## src/rtl/axis_pkt_gen.sv

```systemverilog
// axis_pkt_gen: AXI-Stream traffic generator.
//
// Emits packets made of one header beat followed by counter-pattern payload
// beats. Packet length is fixed, swept or pseudo-random, with a partial tkeep
// on the last beat. Flow IDs rotate round-robin, tvalid is throttled by an
// LFSR duty gate, and a packet-count limit plus throughput counters are kept.
//
// state | meaning
// ------+---------------------------------------------------------------
// IDLE  | out of reset, waiting for cfg_start
// HEAD  | offering beat 0 (header) of the current packet
// BODY  | offering payload beats 1..n-1 of the current packet
// DONE  | run finished (stop or count limit); waiting for cfg_start
//
// Ports:
//   clk, rst               clock, synchronous active-high reset
//   cfg_start / cfg_stop   start pulse (latches cfg_*), graceful stop pulse
//   cfg_mode               0/3 fixed, 1 sweep, 2 random length
//   cfg_len_min/max        length bounds in bytes
//   cfg_pkt_count          packets per run, 0 = unlimited
//   cfg_duty               beat offered when lfsr[7:0] <= cfg_duty
//   cfg_flow_num           number of round-robin flows (0 treated as 1)
//   m_axis_*               AXI-Stream master
//   busy, done             status
//   stat_pkt_cnt/byte_cnt  completed packets / bytes in the current run
module axis_pkt_gen #(
    parameter int          DATA_WIDTH = 512,
    parameter int          KEEP_WIDTH = DATA_WIDTH / 8,
    parameter int          LEN_WIDTH  = 16,
    parameter int          FLOW_WIDTH = 5,
    parameter logic [31:0] LFSR_SEED  = 32'hACE1_2468
) (
    input  logic                  clk,
    input  logic                  rst,
    input  logic                  cfg_start,
    input  logic                  cfg_stop,
    input  logic [1:0]            cfg_mode,
    input  logic [LEN_WIDTH-1:0]  cfg_len_min,
    input  logic [LEN_WIDTH-1:0]  cfg_len_max,
    input  logic [31:0]           cfg_pkt_count,
    input  logic [7:0]            cfg_duty,
    input  logic [FLOW_WIDTH-1:0] cfg_flow_num,
    output logic [DATA_WIDTH-1:0] m_axis_tdata,
    output logic [KEEP_WIDTH-1:0] m_axis_tkeep,
    output logic                  m_axis_tvalid,
    input  logic                  m_axis_tready,
    output logic                  m_axis_tlast,
    output logic                  busy,
    output logic                  done,
    output logic [31:0]           stat_pkt_cnt,
    output logic [63:0]           stat_byte_cnt
);

    // Length arithmetic carries one extra bit so sweep/random sums cannot wrap.
    localparam int                LW1       = LEN_WIDTH + 1;
    localparam logic [LW1-1:0]    KEEP_L    = LW1'(KEEP_WIDTH);
    localparam logic [LW1-1:0]    LEN_MASK  = {1'b0, {LEN_WIDTH{1'b1}}};
    // Galois taps for x^32 + x^22 + x^2 + x + 1 (right-shifting form).
    localparam logic [31:0]       LFSR_TAPS = 32'h8020_0003;

    typedef enum logic [1:0] {
        S_IDLE = 2'd0,
        S_HEAD = 2'd1,
        S_BODY = 2'd2,
        S_DONE = 2'd3
    } state_t;

    state_t                  state_q, state_d;
    logic                    tvalid_q, tvalid_d;
    logic [LW1-1:0]          beat_q, beat_d;
    logic [LEN_WIDTH-1:0]    len_q, len_d;
    logic [31:0]             seq_q, seq_d;
    logic [FLOW_WIDTH-1:0]   flow_q, flow_d;
    logic [31:0]             pkt_cnt_q, pkt_cnt_d;
    logic [63:0]             byte_cnt_q, byte_cnt_d;
    logic [31:0]             lfsr_q, lfsr_d;
    logic                    stop_q, stop_d;
    logic [1:0]              mode_q, mode_d;
    logic [LEN_WIDTH-1:0]    len_min_q, len_min_d;
    logic [LEN_WIDTH-1:0]    len_max_q, len_max_d;
    logic [31:0]             pkt_count_q, pkt_count_d;
    logic [7:0]              duty_q, duty_d;
    logic [FLOW_WIDTH-1:0]   flow_num_q, flow_num_d;

    logic [LW1-1:0]          nbeats;
    logic [LW1-1:0]          rem;
    logic                    last_beat;
    logic                    gate;
    logic                    hs;
    logic                    run_end;
    logic [FLOW_WIDTH-1:0]   flow_eff;
    logic [FLOW_WIDTH:0]     flow_inc;
    logic [FLOW_WIDTH-1:0]   flow_nxt;
    logic [DATA_WIDTH-1:0]   beat_data;
    logic [KEEP_WIDTH-1:0]   beat_keep;

    // Length of the next packet. 'first' selects the sweep start point.
    function automatic logic [LEN_WIDTH-1:0] pick_len(
        input logic [1:0]           mode,
        input logic [LEN_WIDTH-1:0] mn_raw,
        input logic [LEN_WIDTH-1:0] mx_raw,
        input logic [LEN_WIDTH-1:0] prev,
        input logic                 first,
        input logic [15:0]          rnd
    );
        logic [LW1-1:0] mn;
        logic [LW1-1:0] mx;
        logic [LW1-1:0] nxt;
        mn = ({1'b0, mn_raw} < KEEP_L) ? KEEP_L : {1'b0, mn_raw};
        mx = ({1'b0, mx_raw} < mn) ? mn : {1'b0, mx_raw};
        case (mode)
            2'd1: begin
                nxt = first ? mn : ({1'b0, prev} + KEEP_L);
                if (nxt > mx) nxt = mn;
            end
            2'd2: begin
                nxt = mn + (LW1'(rnd) & LEN_MASK);
                if (nxt > mx) nxt = mx;
            end
            default: nxt = mn;
        endcase
        return nxt[LEN_WIDTH-1:0];
    endfunction

    assign nbeats    = ({1'b0, len_q} + KEEP_L - LW1'(1)) / KEEP_L;
    assign rem       = {1'b0, len_q} % KEEP_L;
    assign last_beat = (beat_q == nbeats - LW1'(1));
    assign gate      = (lfsr_q[7:0] <= duty_q);
    assign hs        = tvalid_q && m_axis_tready;
    assign run_end   = stop_q || cfg_stop ||
                       ((pkt_count_q != 32'd0) && (pkt_cnt_q + 32'd1 == pkt_count_q));

    assign flow_eff  = (flow_num_q == '0) ? FLOW_WIDTH'(1) : flow_num_q;
    assign flow_inc  = {1'b0, flow_q} + (FLOW_WIDTH+1)'(1);
    assign flow_nxt  = (flow_inc >= {1'b0, flow_eff}) ? '0 : flow_inc[FLOW_WIDTH-1:0];

    // Beat contents derive only from registered state, so they hold while
    // a beat waits for tready.
    always_comb begin
        beat_data = '0;
        if (beat_q == '0) begin
            beat_data[15:0]              = 16'(len_q);
            beat_data[16 +: FLOW_WIDTH]  = flow_q;
            beat_data[63:32]             = seq_q;
        end else begin
            beat_data[31:0] = seq_q + 32'(beat_q);
        end
    end

    always_comb begin
        beat_keep = '1;
        if (last_beat && (rem != '0)) begin
            for (int i = 0; i < KEEP_WIDTH; i++) begin
                beat_keep[i] = (i < int'(rem));
            end
        end
    end

    assign m_axis_tvalid = tvalid_q;
    assign m_axis_tdata  = tvalid_q ? beat_data : '0;
    assign m_axis_tkeep  = tvalid_q ? beat_keep : '0;
    assign m_axis_tlast  = tvalid_q && last_beat;
    assign busy          = (state_q == S_HEAD) || (state_q == S_BODY);
    assign done          = (state_q == S_DONE);
    assign stat_pkt_cnt  = pkt_cnt_q;
    assign stat_byte_cnt = byte_cnt_q;

    always_comb begin
        state_d     = state_q;
        tvalid_d    = tvalid_q;
        beat_d      = beat_q;
        len_d       = len_q;
        seq_d       = seq_q;
        flow_d      = flow_q;
        pkt_cnt_d   = pkt_cnt_q;
        byte_cnt_d  = byte_cnt_q;
        stop_d      = stop_q;
        mode_d      = mode_q;
        len_min_d   = len_min_q;
        len_max_d   = len_max_q;
        pkt_count_d = pkt_count_q;
        duty_d      = duty_q;
        flow_num_d  = flow_num_q;
        lfsr_d      = {1'b0, lfsr_q[31:1]} ^ (lfsr_q[0] ? LFSR_TAPS : 32'h0);

        case (state_q)
            S_IDLE, S_DONE: begin
                tvalid_d = 1'b0;
                if (cfg_start) begin
                    mode_d      = cfg_mode;
                    len_min_d   = cfg_len_min;
                    len_max_d   = cfg_len_max;
                    pkt_count_d = cfg_pkt_count;
                    duty_d      = cfg_duty;
                    flow_num_d  = cfg_flow_num;
                    seq_d       = '0;
                    flow_d      = '0;
                    pkt_cnt_d   = '0;
                    byte_cnt_d  = '0;
                    stop_d      = 1'b0;
                    beat_d      = '0;
                    len_d       = pick_len(cfg_mode, cfg_len_min, cfg_len_max,
                                           len_q, 1'b1, lfsr_q[31:16]);
                    state_d     = S_HEAD;
                end
            end
            S_HEAD, S_BODY: begin
                if (cfg_stop) stop_d = 1'b1;
                if (!tvalid_q) begin
                    tvalid_d = gate;
                end else if (hs) begin
                    if (last_beat) begin
                        seq_d      = seq_q + 32'd1;
                        flow_d     = flow_nxt;
                        pkt_cnt_d  = pkt_cnt_q + 32'd1;
                        byte_cnt_d = byte_cnt_q + 64'(len_q);
                        if (run_end) begin
                            tvalid_d = 1'b0;
                            state_d  = S_DONE;
                        end else begin
                            beat_d   = '0;
                            len_d    = pick_len(mode_q, len_min_q, len_max_q,
                                                len_q, 1'b0, lfsr_q[31:16]);
                            tvalid_d = gate;
                            state_d  = S_HEAD;
                        end
                    end else begin
                        beat_d   = beat_q + LW1'(1);
                        tvalid_d = gate;
                        state_d  = S_BODY;
                    end
                end
            end
            default: state_d = S_IDLE;
        endcase
    end

    always_ff @(posedge clk) begin
        if (rst) begin
            state_q     <= S_IDLE;
            tvalid_q    <= 1'b0;
            beat_q      <= '0;
            len_q       <= '0;
            seq_q       <= '0;
            flow_q      <= '0;
            pkt_cnt_q   <= '0;
            byte_cnt_q  <= '0;
            lfsr_q      <= LFSR_SEED;
            stop_q      <= 1'b0;
            mode_q      <= '0;
            len_min_q   <= '0;
            len_max_q   <= '0;
            pkt_count_q <= '0;
            duty_q      <= '0;
            flow_num_q  <= '0;
        end else begin
            state_q     <= state_d;
            tvalid_q    <= tvalid_d;
            beat_q      <= beat_d;
            len_q       <= len_d;
            seq_q       <= seq_d;
            flow_q      <= flow_d;
            pkt_cnt_q   <= pkt_cnt_d;
            byte_cnt_q  <= byte_cnt_d;
            lfsr_q      <= lfsr_d;
            stop_q      <= stop_d;
            mode_q      <= mode_d;
            len_min_q   <= len_min_d;
            len_max_q   <= len_max_d;
            pkt_count_q <= pkt_count_d;
            duty_q      <= duty_d;
            flow_num_q  <= flow_num_d;
        end
    end

endmodule

```

## config.mk

```make
export PLATFORM = sky130hd
export DESIGN_NAME = axis_pkt_gen
export DESIGN_NICKNAME = d
export VERILOG_FILES = /design/src/rtl/axis_pkt_gen.sv
export SDC_FILE = /design/constraint.sdc
export NUM_CORES = 1
export LEC_CHECK = 0
export BUFFER_PORTS_ARGS = -buffer_cell sky130_fd_sc_hd__buf_2
export CORE_AREA = 3 3 297 299
export CTS_BUF_LIST = sky130_fd_sc_hd__clkbuf_4 sky130_fd_sc_hd__clkbuf_8
export DETAILED_ROUTE_END_ITERATION = 6
export DIE_AREA = 0 0 300 302
export PLACE_DENSITY = 0.54
export SKIP_LAST_GASP = 1
export SLEW_MARGIN = 20
export SYNTH_ARGS = -nofsm -noshare
export SYNTH_HDL_FRONTEND = slang
export SYNTH_SLANG_ARGS = --single-unit
```

## constraint.sdc

```tcl
create_clock -name clk -period 6.1 [get_ports clk]
set_input_delay 1.22 -clock clk [delete_from_list [all_inputs] [get_ports clk]]
set_output_delay 1.22 -clock clk [all_outputs]
set_load 0.03 [all_outputs]
```

==> impl_metrics.env, run 1 <==
export IMPL_wirelength_um=89450
export IMPL_grt_antenna_before_repair=2
export IMPL_pre_cts_ws_ns=-0.4540
export IMPL_drtAntennaViolNets=0
export IMPL_status="completed"
export IMPL_fin_nets=3904
export IMPL_drv_slew=0
export IMPL_synth_area_leaders="dfxtp_1 23%, buf_4 14%, ha_1 8.3%, nand2_1 5.8%, a21oi_1 5.4%"
export IMPL_postLayoutCellArea_mm2=0.02804
export IMPL_postPlaceCellArea_mm2=0.02655
export IMPL_yosys_warnings=0
export IMPL_insertion_delay_ns=0.67
export IMPL_synth_xor_area_share_pct=8.268
export IMPL_wl_met2_um=44150
export IMPL_synthSimpleGateAreaFrac_pct=23.74
export IMPL_critical_path_max_stage_delay_ns=0.43
export IMPL_p_clk_share_pct=23.9
export IMPL_core_area_mm2=0.08541
export IMPL_hold_viol=0
export IMPL_cts_root_buf="clkbuf_8"
export IMPL_postSynth_asyncResetShare_pct=0
export IMPL_combPwrFrac_pct=52.5
export IMPL_pwr_share_seq_pct=23.6
export IMPL_dr_pass1_iters=5
export IMPL_clkTransAtPathRegs_ns=0.07
export IMPL_timing_final_crit_share_pct=95.95
export IMPL_max_freq_mhz=170.9
export IMPL_clk_path_buf_depth=3
export IMPL_syn_cell_area_mm2=0.02456
export IMPL_gp_congestion=0.8938
export IMPL_crit_chain="buf_4 -> ha_2 -> nor2b_1 -> nand4_1 -> or3b_1 -> o211ai_2 -> and4_4 -> and3_1 -> or3b_4 -> a21oi_2 -> and2_4 -> nand2_4 -> nor3_4 -> a31oi_1 -> buf_2"
export IMPL_p_leak_uw=0.01308
export IMPL_area_growth_pct=14.14
export IMPL_grt_max_degree=76
export IMPL_arrival_ns=4.63
export IMPL_routed_top_layer="met4"
export IMPL_swShare_pct=47.11
export IMPL_synth_distinct_cells=94
export IMPL_die_h_um=302
export IMPL_worstSetupEndpointType="primary output"
export IMPL_cts_made_buffers=57
export IMPL_clock_sinks=281
export IMPL_synth_fa_ha_area_share_pct=8.629
export IMPL_whs_ns=0.4140
export IMPL_ir_drop_uv=170.7
export IMPL_clock_skew_final_ns=0.03791
export IMPL_p_sw_uw=4448
export IMPL_place_hpwl_um=70450
export IMPL_initial_core_util_pct=28.76
export IMPL_synth_edf_count=0
export IMPL_crit_fanout=11
export IMPL_drc=0
export IMPL_synth_top_family_by_area="simple AND/OR/NAND/NOR gates"
export IMPL_ys_seq_elements=281
export IMPL_power_density_mw_per_mm2=336.8
export IMPL_grt_usage_pct=18.64
export IMPL_route_vias_total=23011
export IMPL_drive_gt1_share_pct=18.45
export IMPL_yosys_area_top_type="dfxtp_1"
export IMPL_die_area_mm2=0.09060
export IMPL_hp_class="flop to flop"
export IMPL_maxSlewHeadroom_pct=32.93
export IMPL_met3WireLength_um=4800
export IMPL_synth_common_cells="454 x buf_4, 378 x nand2_1, 281 x dfxtp_1, 263 x a21oi_1, 236 x nor2_1"
export IMPL_port_buffers=311
export IMPL_tightest_slew_ns=1.006
export IMPL_grt_overflow=0
export IMPL_avgSynthCellArea_um2=7.477
export IMPL_wl_per_cell_um=18.47
export IMPL_synth_compound_area_share_pct=17.04
export IMPL_io_pins=760
export IMPL_synth_top_area_share_pct=22.90
export IMPL_synthCells=3285
export IMPL_die_w_um=300
export IMPL_vias_per_cell=4.752
export IMPL_critPathRequiredTime_ns=4.88
export IMPL_rows=107
export IMPL_cp_start_kind="flop"
export IMPL_yosysSeqAreaShare_pct=22.90
export IMPL_cts_hold_buf=0
export IMPL_cts_tree="done"
export IMPL_muxShareOfSynthArea_pct=0.9933
export IMPL_ys_flop_type="dfxtp_1"
export IMPL_setup_slack_ns=0.2470
export IMPL_max_cap_viol_count=0
export IMPL_grt_first_pass_wirelength_um=131900
export IMPL_met1_length_um=37490
export IMPL_grt_pass1_vias=21438
export IMPL_setup_viol=0
export IMPL_grt_setup_unrepaired="false"
export IMPL_internal_power_uw=4994
export IMPL_yosysMostFrequentCell="buf_4"
export IMPL_ctsHtreeMaxLevel=2
export IMPL_path_class="flop to primary output"
export IMPL_drt_iter0_markers=1248
export IMPL_critPathSlowestCell="or3b_1"
export IMPL_period_needed_ns=5.853
## critical path: cells and delay by family, from the launching register on
| kind | cells | cell delay [ns] |
|---|---|---|
| AO/OA/AOI/OAI | 3 | 0.48 |
| AND/OR/NAND/NOR | 9 | 2.30 |
| adder cells (fa/ha/maj) | 1 | 0.35 |
| flip-flops | 1 | 0.38 |
| buffers and inverters | 2 | 0.42 |
## metrics by stage
step	setup TNS [ns]	utilization, %	std cells	total power [uW]
after global placement	-4.410	31.08	4734	7096
final	0	32.82	4842	9442
after detailed placement	-5.167	31.08	4734	7113
after global routing	0	32.82	4842	10090
after CTS	0	32.66	4837	9438
after floorplan	0	-	3732	5617
## worst paths after layout
path                            cells after the start         start  slack [ns]              end
worst min-delay path                                1    lfsr_q[11]        0.41       lfsr_q[10]
worst max register to register                     27  len_min_q[9]        0.41         len_q[8]
worst min register to register                      1    lfsr_q[11]        0.41       lfsr_q[10]
worst max-delay path                               15      len_q[6]        0.25  m_axis_tkeep[2]
## what timing repair did
action	in CTS	in global routing
hold endpoints to repair	0	0
pin swaps	0	4
resized for setup	9	30
setup buffers	0	4
endpoints found under the setup margin	37	79
## sequential cells by signal, indices dropped and copies added (netlist names), 8 cells and up
signal / count
stat_byte_cnt: 64
lfsr_q: 32
pkt_count_q: 32
seq_q: 32
stat_pkt_cnt: 32
beat_q: 17
len_max_q: 16
len_min_q: 16
len_q: 16
duty_q: 8
## layout make-up
cell class | count | area, um2
fillers | 9268 | 57380
clock inverters | 20 | 235.2
clock buffers | 83 | 1061
multi-input cells | 2710 | 16290
flip-flops and latches | 281 | 5630
diodes | 1 | 2.502
inverters | 115 | 431.7
well taps | 1144 | 1431
repair buffers | 488 | 2958
## layer usage
| layer | up-vias | GRT usage (%) |
|---|---|---|
| li1 | 11289 | - |
| met2 | 769 | 32.93 |
| met5 | - | 0 |
| met1 | 10801 | 23.13 |
| met4 | 0 | 6.512 |
| met3 | 152 | 2.598 |
## cells by family (layout without fill, tap and decap cells)
logic type / after synthesis / count (layout)
AND/OR/NAND/NOR: 1177 / 1177
buffers and inverters: 741 / 706
AO/OA/AOI/OAI: 667 / 667
flip-flops: 281 / 281
XOR/XNOR: 227 / 227
adder cells (fa/ha/maj): 167 / 167
multiplexers: 24 / 24
other: 1 / 449
## layout by cell type, fill, tap and decap left out, types with 23 or more instances in the layout
cell type  netlist  layout
conb_1           1     448
or2_2           23      23
nor2_1         236     233
dfxtp_1        281     277
o21ai_0        128     126
o31ai_1         29      29
xnor2_1        115     114
clkbuf_8         0      70
or3_1           24      24
xor2_1         108     107
nand4_1         91      91
buf_4          454     171
buf_2           30     310
ha_1           163     161
nand2_1        378     377
nor2b_1         44      43
a21oi_1        263     260
inv_1          113     113
and3_1          96      95
a21o_1          35      34
nand3_1         86      86
nor3_1          38      33
and2_1          33      32
nand2b_1        32      32
nor4_1          32      30
## power groups by stage
stage	sequential [uW]	combinational [uW]	clock, uW
after detailed placement	2270	4850	0
final	2230	4950	2260
after floorplan	2150	3470	0
after CTS	2230	4880	2330
after global placement	2270	4830	0
after global routing	2250	5440	2400
Note: power is estimated with default switching activity, not from simulation.
==> run 2: changes to the inputs <==
--- a/config.mk
+++ b/config.mk
@@ -11,6 +11,7 @@
 export DETAILED_ROUTE_END_ITERATION = 6
 export DIE_AREA = 0 0 300 302
 export PLACE_DENSITY = 0.54
+export RECOVER_POWER = 25
 export SKIP_LAST_GASP = 1
 export SLEW_MARGIN = 20
 export SYNTH_ARGS = -nofsm -noshare
==> impl_metrics.env, run 2 (same netlist as run 1, synthesis figures left out) <==
export IMPL_status="finished, violations left"
export IMPL_violations="max-capacitance violations, max-slew violations"
export IMPL_rows=107
export IMPL_initial_core_util_pct=28.76
export IMPL_worstSetupEndpointType="primary output"
export IMPL_clkTransAtPathRegs_ns=0.07
export IMPL_p_clk_share_pct=23.9
export IMPL_wl_per_cell_um=18.47
export IMPL_cts_root_buf="clkbuf_8"
export IMPL_max_freq_mhz=171.7
export IMPL_clock_sinks=281
export IMPL_max_cap_viol_count=2
export IMPL_port_buffers=311
export IMPL_hp_class="flop to flop"
export IMPL_area_growth_pct=13.68
export IMPL_drt_iter0_markers=1283
export IMPL_swShare_pct=47.08
export IMPL_layout_commonest_cell="conb_1"
export IMPL_setup_viol=0
export IMPL_arrival_ns=4.60
export IMPL_critPathRequiredTime_ns=4.88
export IMPL_die_w_um=300
export IMPL_rr_worst_depth=25
export IMPL_drv_slew=116
export IMPL_total_power_uw=9436
export IMPL_core_area_mm2=0.08541
export IMPL_dr_pass1_iters=5
export IMPL_fin_nets=3904
export IMPL_fin_util_pct=32.69
export IMPL_timing_rr_start="len_min_q[9]"
export IMPL_grt_overflow=0
export IMPL_drive_gt1_share_pct=16.12
export IMPL_grt_first_pass_wirelength_um=131900
export IMPL_io_pins=760
export IMPL_dp_cells=4734
export IMPL_ctsHtreeMaxLevel=2
export IMPL_gp_congestion=0.8938
export IMPL_grt_antenna_before_repair=2
export IMPL_timing_final_crit_share_pct=95.49
export IMPL_wirelength_um=89410
export IMPL_insertion_delay_ns=0.67
export IMPL_cts_made_buffers=57
export IMPL_power_density_mw_per_mm2=337.9
export IMPL_p_sw_uw=4442
export IMPL_grt_usage_pct=18.64
export IMPL_die_area_mm2=0.09060
export IMPL_final_cells=4842
export IMPL_min_from="lfsr_q[11]"
export IMPL_vias_per_cell=4.757
export IMPL_p_leak_uw=0.01271
export IMPL_cts_hold_buf=0
export IMPL_place_hpwl_um=70450
export IMPL_internal_power_uw=4994
export IMPL_drtAntennaViolNets=0
export IMPL_path_class="flop to primary output"
export IMPL_period_needed_ns=5.825
export IMPL_cp_start_kind="flop"
export IMPL_maxSlewHeadroom_pct=-133.8
export IMPL_largest_reg_flops=64
export IMPL_crit_fanout=15
export IMPL_die_h_um=302
export IMPL_whs_endpoint="lfsr_q[10]"
export IMPL_pwr_share_seq_pct=23.6
export IMPL_whs_path_depth=1
export IMPL_cts_tree="done"
export IMPL_clk_path_buf_depth=3
export IMPL_grt_pass1_vias=21438
export IMPL_layout_common_cells="448 x conb_1, 378 x nand2_1, 277 x dfxtp_1"
export IMPL_clock_skew_final_ns=0.04057
export IMPL_route_vias_total=23035
export IMPL_ir_drop_uv=171.7
export IMPL_grt_max_degree=76
export IMPL_tightest_slew_ns=3.507
export IMPL_ff2ff_setup_slack_ns=0.38
export IMPL_hold_viol=0
export IMPL_grt_setup_unrepaired="false"
export IMPL_drc=0
export IMPL_r2r_end="len_q[4]"
export IMPL_combPwrFrac_pct=52.4
## run 2: power groups by stage
stage	logic (uW)	clock network, uW	registers, uW
after floorplan	3470	0	2150
after global placement	4830	0	2270
after detailed placement	4850	0	2270
after CTS	4880	2330	2230
after global routing	5440	2400	2250
final	4950	2260	2230
## run 2: through the flow
step | TNS, ns | area, um2 | setup slack [ns] | hold slack, ns
2_1_floorplan | 0 | 26250 | 0.03188 | 0.3895
3_3_place_gp | -4.410 | 26550 | -0.3813 | 0.3933
3_5_place_dp | -5.167 | 26550 | -0.4540 | 0.3959
4_1_cts | 0 | 27890 | 0.001021 | 0.4172
5_1_grt | 0 | 27920 | 0.02017 | 0.4465
6_report | 0 | 27920 | 0.2751 | 0.4140
## run 2: metal layers
metal | share of wire (%) | GRT usage, %
met1 | 42 | 23.13
met2 | 49 | 32.93
met3 | 5.4 | 2.598
met4 | 3.4 | 6.512
met5 | 0 | 0
## run 2: worst max-delay path, stage by stage, from the launching register on
cell and delay [ns]:
dfxtp_2 0.38, buf_4 0.19, ha_2 0.35, nor2b_1 0.17, nand4_1 0.18, and4bb_2 0.42, nand3_1 0.11, xnor2_1 0.37
nor2_1 0.09, mux2_2 0.27, a21o_2 0.28, and3_2 0.27, nand2_1 0.08, nand2_1 0.06, buf_4 0.25, a31oi_1 0.21
buf_2 0.24
## run 2: what timing repair did
action / in CTS / in global routing
cloned: 0 / 0
pin swaps: 0 / 4
resized for setup: 9 / 30
endpoints found under the setup margin: 37 / 79
setup buffers: 0 / 4
## run 2: final cells by class
class / count / area, um2
well taps: 1144 / 1431
inverters: 115 / 431.7
flip-flops and latches: 281 / 5630
multi-input cells: 2710 / 16280
clock buffers: 83 / 1061
fillers: 9296 / 57490
clock inverters: 20 / 235.2
diodes: 1 / 2.502
repair buffers: 488 / 2848
## run 2: how the worst max path moves through the flow
| stage | startpoint | cells past startpoint | end |
|---|---|---|---|
| after floorplan | cfg_len_min[9] | 25 | len_q[3] |
| after global placement | cfg_len_min[9] | 27 | len_q[3] |
| after detailed placement | cfg_len_min[9] | 27 | len_q[3] |
| after CTS | len_q[6] | 15 | m_axis_tkeep[2] |
| after global routing | len_min_q[9] | 31 | len_q[15] |
| final | len_q[6] | 16 | m_axis_tkeep[50] |
==> run 3: changes to the inputs <==
--- a/config.mk
+++ b/config.mk
@@ -6,11 +6,13 @@
 export NUM_CORES = 1
 export LEC_CHECK = 0
 export BUFFER_PORTS_ARGS = -buffer_cell sky130_fd_sc_hd__buf_2
-export CORE_AREA = 3 3 297 299
+export CELL_PAD_IN_SITES_DETAIL_PLACEMENT = 1
+export CELL_PAD_IN_SITES_GLOBAL_PLACEMENT = 1
+export CORE_AREA = 3 3 294 296
 export CTS_BUF_LIST = sky130_fd_sc_hd__clkbuf_4 sky130_fd_sc_hd__clkbuf_8
 export DETAILED_ROUTE_END_ITERATION = 6
-export DIE_AREA = 0 0 300 302
-export PLACE_DENSITY = 0.54
+export DIE_AREA = 0 0 297 299
+export PLACE_DENSITY = 0.72
 export RECOVER_POWER = 25
 export SKIP_LAST_GASP = 1
 export SLEW_MARGIN = 20
==> impl_metrics.env, run 3 (same netlist as run 1, synthesis figures left out) <==
export IMPL_path_class="flop to primary output"
export IMPL_grt_busiest_layer="met2"
export IMPL_initial_core_util_pct=29.30
export IMPL_io_pins=760
export IMPL_grt_usage_pct=20.62
export IMPL_grt_antenna_before_repair=4
export IMPL_fillers=10554
export IMPL_p_clk_share_pct=22.5
export IMPL_arrival_ns=4.70
export IMPL_p_leak_uw=0.01261
export IMPL_cp_start_kind="flop"
export IMPL_clkTransAtPathRegs_ns=0.06
export IMPL_die_h_um=299
export IMPL_cp_startpoint="len_q[7]"
export IMPL_grt_util_met2_pct=36.16
export IMPL_drtAntennaViolNets=0
export IMPL_max_cap_viol_count=3
export IMPL_setup_slack_ns=0.1832
export IMPL_vias_per_cell=4.921
export IMPL_crit_fanout=8
export IMPL_clock_skew_final_ns=0.05027
export IMPL_pre_cts_ws_ns=-0.4727
export IMPL_violations="max-capacitance violations, max-slew violations"
export IMPL_finalSetupTns_ns=0
export IMPL_grt_pass1_vias=23478
export IMPL_layout_commonest_cell="conb_1"
export IMPL_min_from="lfsr_q[14]"
export IMPL_final_cells=4818
export IMPL_timing_final_crit_share_pct=97.00
export IMPL_internal_power_uw=4930
export IMPL_die_w_um=297
export IMPL_drc=0
export IMPL_place_hpwl_um=76460
export IMPL_wirelength_um=97510
export IMPL_worstSetupEndpointType="primary output"
export IMPL_combPwrFrac_pct=53.9
export IMPL_whs_ns=0.4107
export IMPL_grt_first_pass_wirelength_um=144400
export IMPL_cts_made_buffers=56
export IMPL_rows=106
export IMPL_drive_gt1_share_pct=15.81
export IMPL_total_power_uw=9523
export IMPL_critPathRequiredTime_ns=4.88
export IMPL_power_density_mw_per_mm2=342.3
export IMPL_drv_slew=98
export IMPL_layout_common_cells="448 x conb_1, 377 x nand2_1, 275 x dfxtp_1"
export IMPL_area_growth_pct=13.26
export IMPL_cts_tree="done"
export IMPL_gp_congestion=0.9090
export IMPL_grt_use_met3_pct=3.262
export IMPL_dr_pass1_iters=5
export IMPL_clock_sinks=281
export IMPL_clk_path_buf_depth=3
export IMPL_p_sw_uw=4593
export IMPL_die_area_mm2=0.08880
export IMPL_max_freq_mhz=169.0
export IMPL_ctsHtreeMaxLevel=2
export IMPL_tightest_slew_ns=2.510
export IMPL_wl_per_cell_um=20.24
export IMPL_setup_viol=0
export IMPL_largest_reg_flops=64
export IMPL_port_buffers=311
export IMPL_cts_root_buf="clkbuf_8"
export IMPL_period_needed_ns=5.917
export IMPL_ir_drop_uv=171.6
export IMPL_timing_rr_start="len_min_q[6]"
export IMPL_grt_max_degree=73
export IMPL_route_vias_total=23709
export IMPL_insertion_delay_ns=0.68
export IMPL_grt_overflow=0
export IMPL_status="finished, violations left"
export IMPL_swShare_pct=48.23
export IMPL_hp_class="flop to flop"
export IMPL_drt_iter0_markers=1241
export IMPL_maxSlewHeadroom_pct=-67.33
export IMPL_core_area_mm2=0.08382
export IMPL_hold_viol=0
export IMPL_use_met1_pct=24.99
export IMPL_fin_nets=3892
export IMPL_dp_cells=4710
export IMPL_pwr_share_seq_pct=23.6
-- run 3: cell types whose count changed in the layout (fill, tap and decap cells not counted), moves of 3 or more --
cell and delta:
bufinv_16 -3, buf_12 +3, buf_4 -14, clkinv_2 -6, buf_2 -7, clkbuf_1 +6
-- run 3: area by class of cell --
type	instances	area [um2]	share of cell area, %
flip-flops and latches	281	5633	20.25
repair buffers	477	2801	10.07
inverters	115	431.7	1.552
well taps	1134	1419	5.100
multi-input cells	2710	16310	58.64
clock buffers	86	1090	3.917
diodes	3	7.507	0.02699
clock inverters	12	125.1	0.4498
-- run 3: power by group through the flow --
stage	Sequential [uW]	Combinational [uW]	Clock [uW]
floorplan	2150	3470	0
global placement	2270	4890	0
detailed placement	2270	4970	0
CTS	2230	5030	2220
global route	2260	5600	2290
finish	2250	5130	2140
-- run 3: timing repair --
action / 4_1_cts / 5_1_grt
pin swaps: 1 / 5
endpoints found under the setup margin: 53 / 69
gates cloned: 0 / 1
gates resized for setup: 18 / 31
buffers inserted: 1 / 5
hold buffers: 0 / 0
-- run 3: critical path: stages (launching register included) --
cell	delay, ns
dfxtp_2	0.38
buf_4	0.18
ha_2	0.34
nor2b_2	0.15
nand4_1	0.18
or3b_1	0.42
o211ai_2	0.14
and4_4	0.30
and3_1	0.17
or3b_4	0.42
a21oi_4	0.19
and2_4	0.18
nand2_4	0.14
o21ai_1	0.30
buf_4	0.21
o21ai_0	0.10
buf_2	0.23
-- run 3: layer usage --
metal	wire length, um	part of all wire, %
met2	47150	48
met1	40660	42
met4	4160	4.3
met3	5534	5.7
met5	0	0
-- run 3: metrics by stage --
stage | util (%) | cell area (um2)
after detailed placement | 31.56 | 26460
after floorplan | - | 26250
after CTS | 33.10 | 27740
final | 33.19 | 27820
after global placement | 31.56 | 26460
after global routing | 33.18 | 27810
-- run 3: final timing paths --
path | endpoint | slack (ns) | depth (start not counted)
worst max-delay path | m_axis_tkeep[5] | 0.18 | 16
worst min-delay path | lfsr_q[13] | 0.41 | 1
worst max register to register | len_q[15] | 0.39 | 27
worst min register to register | lfsr_q[13] | 0.41 | 1
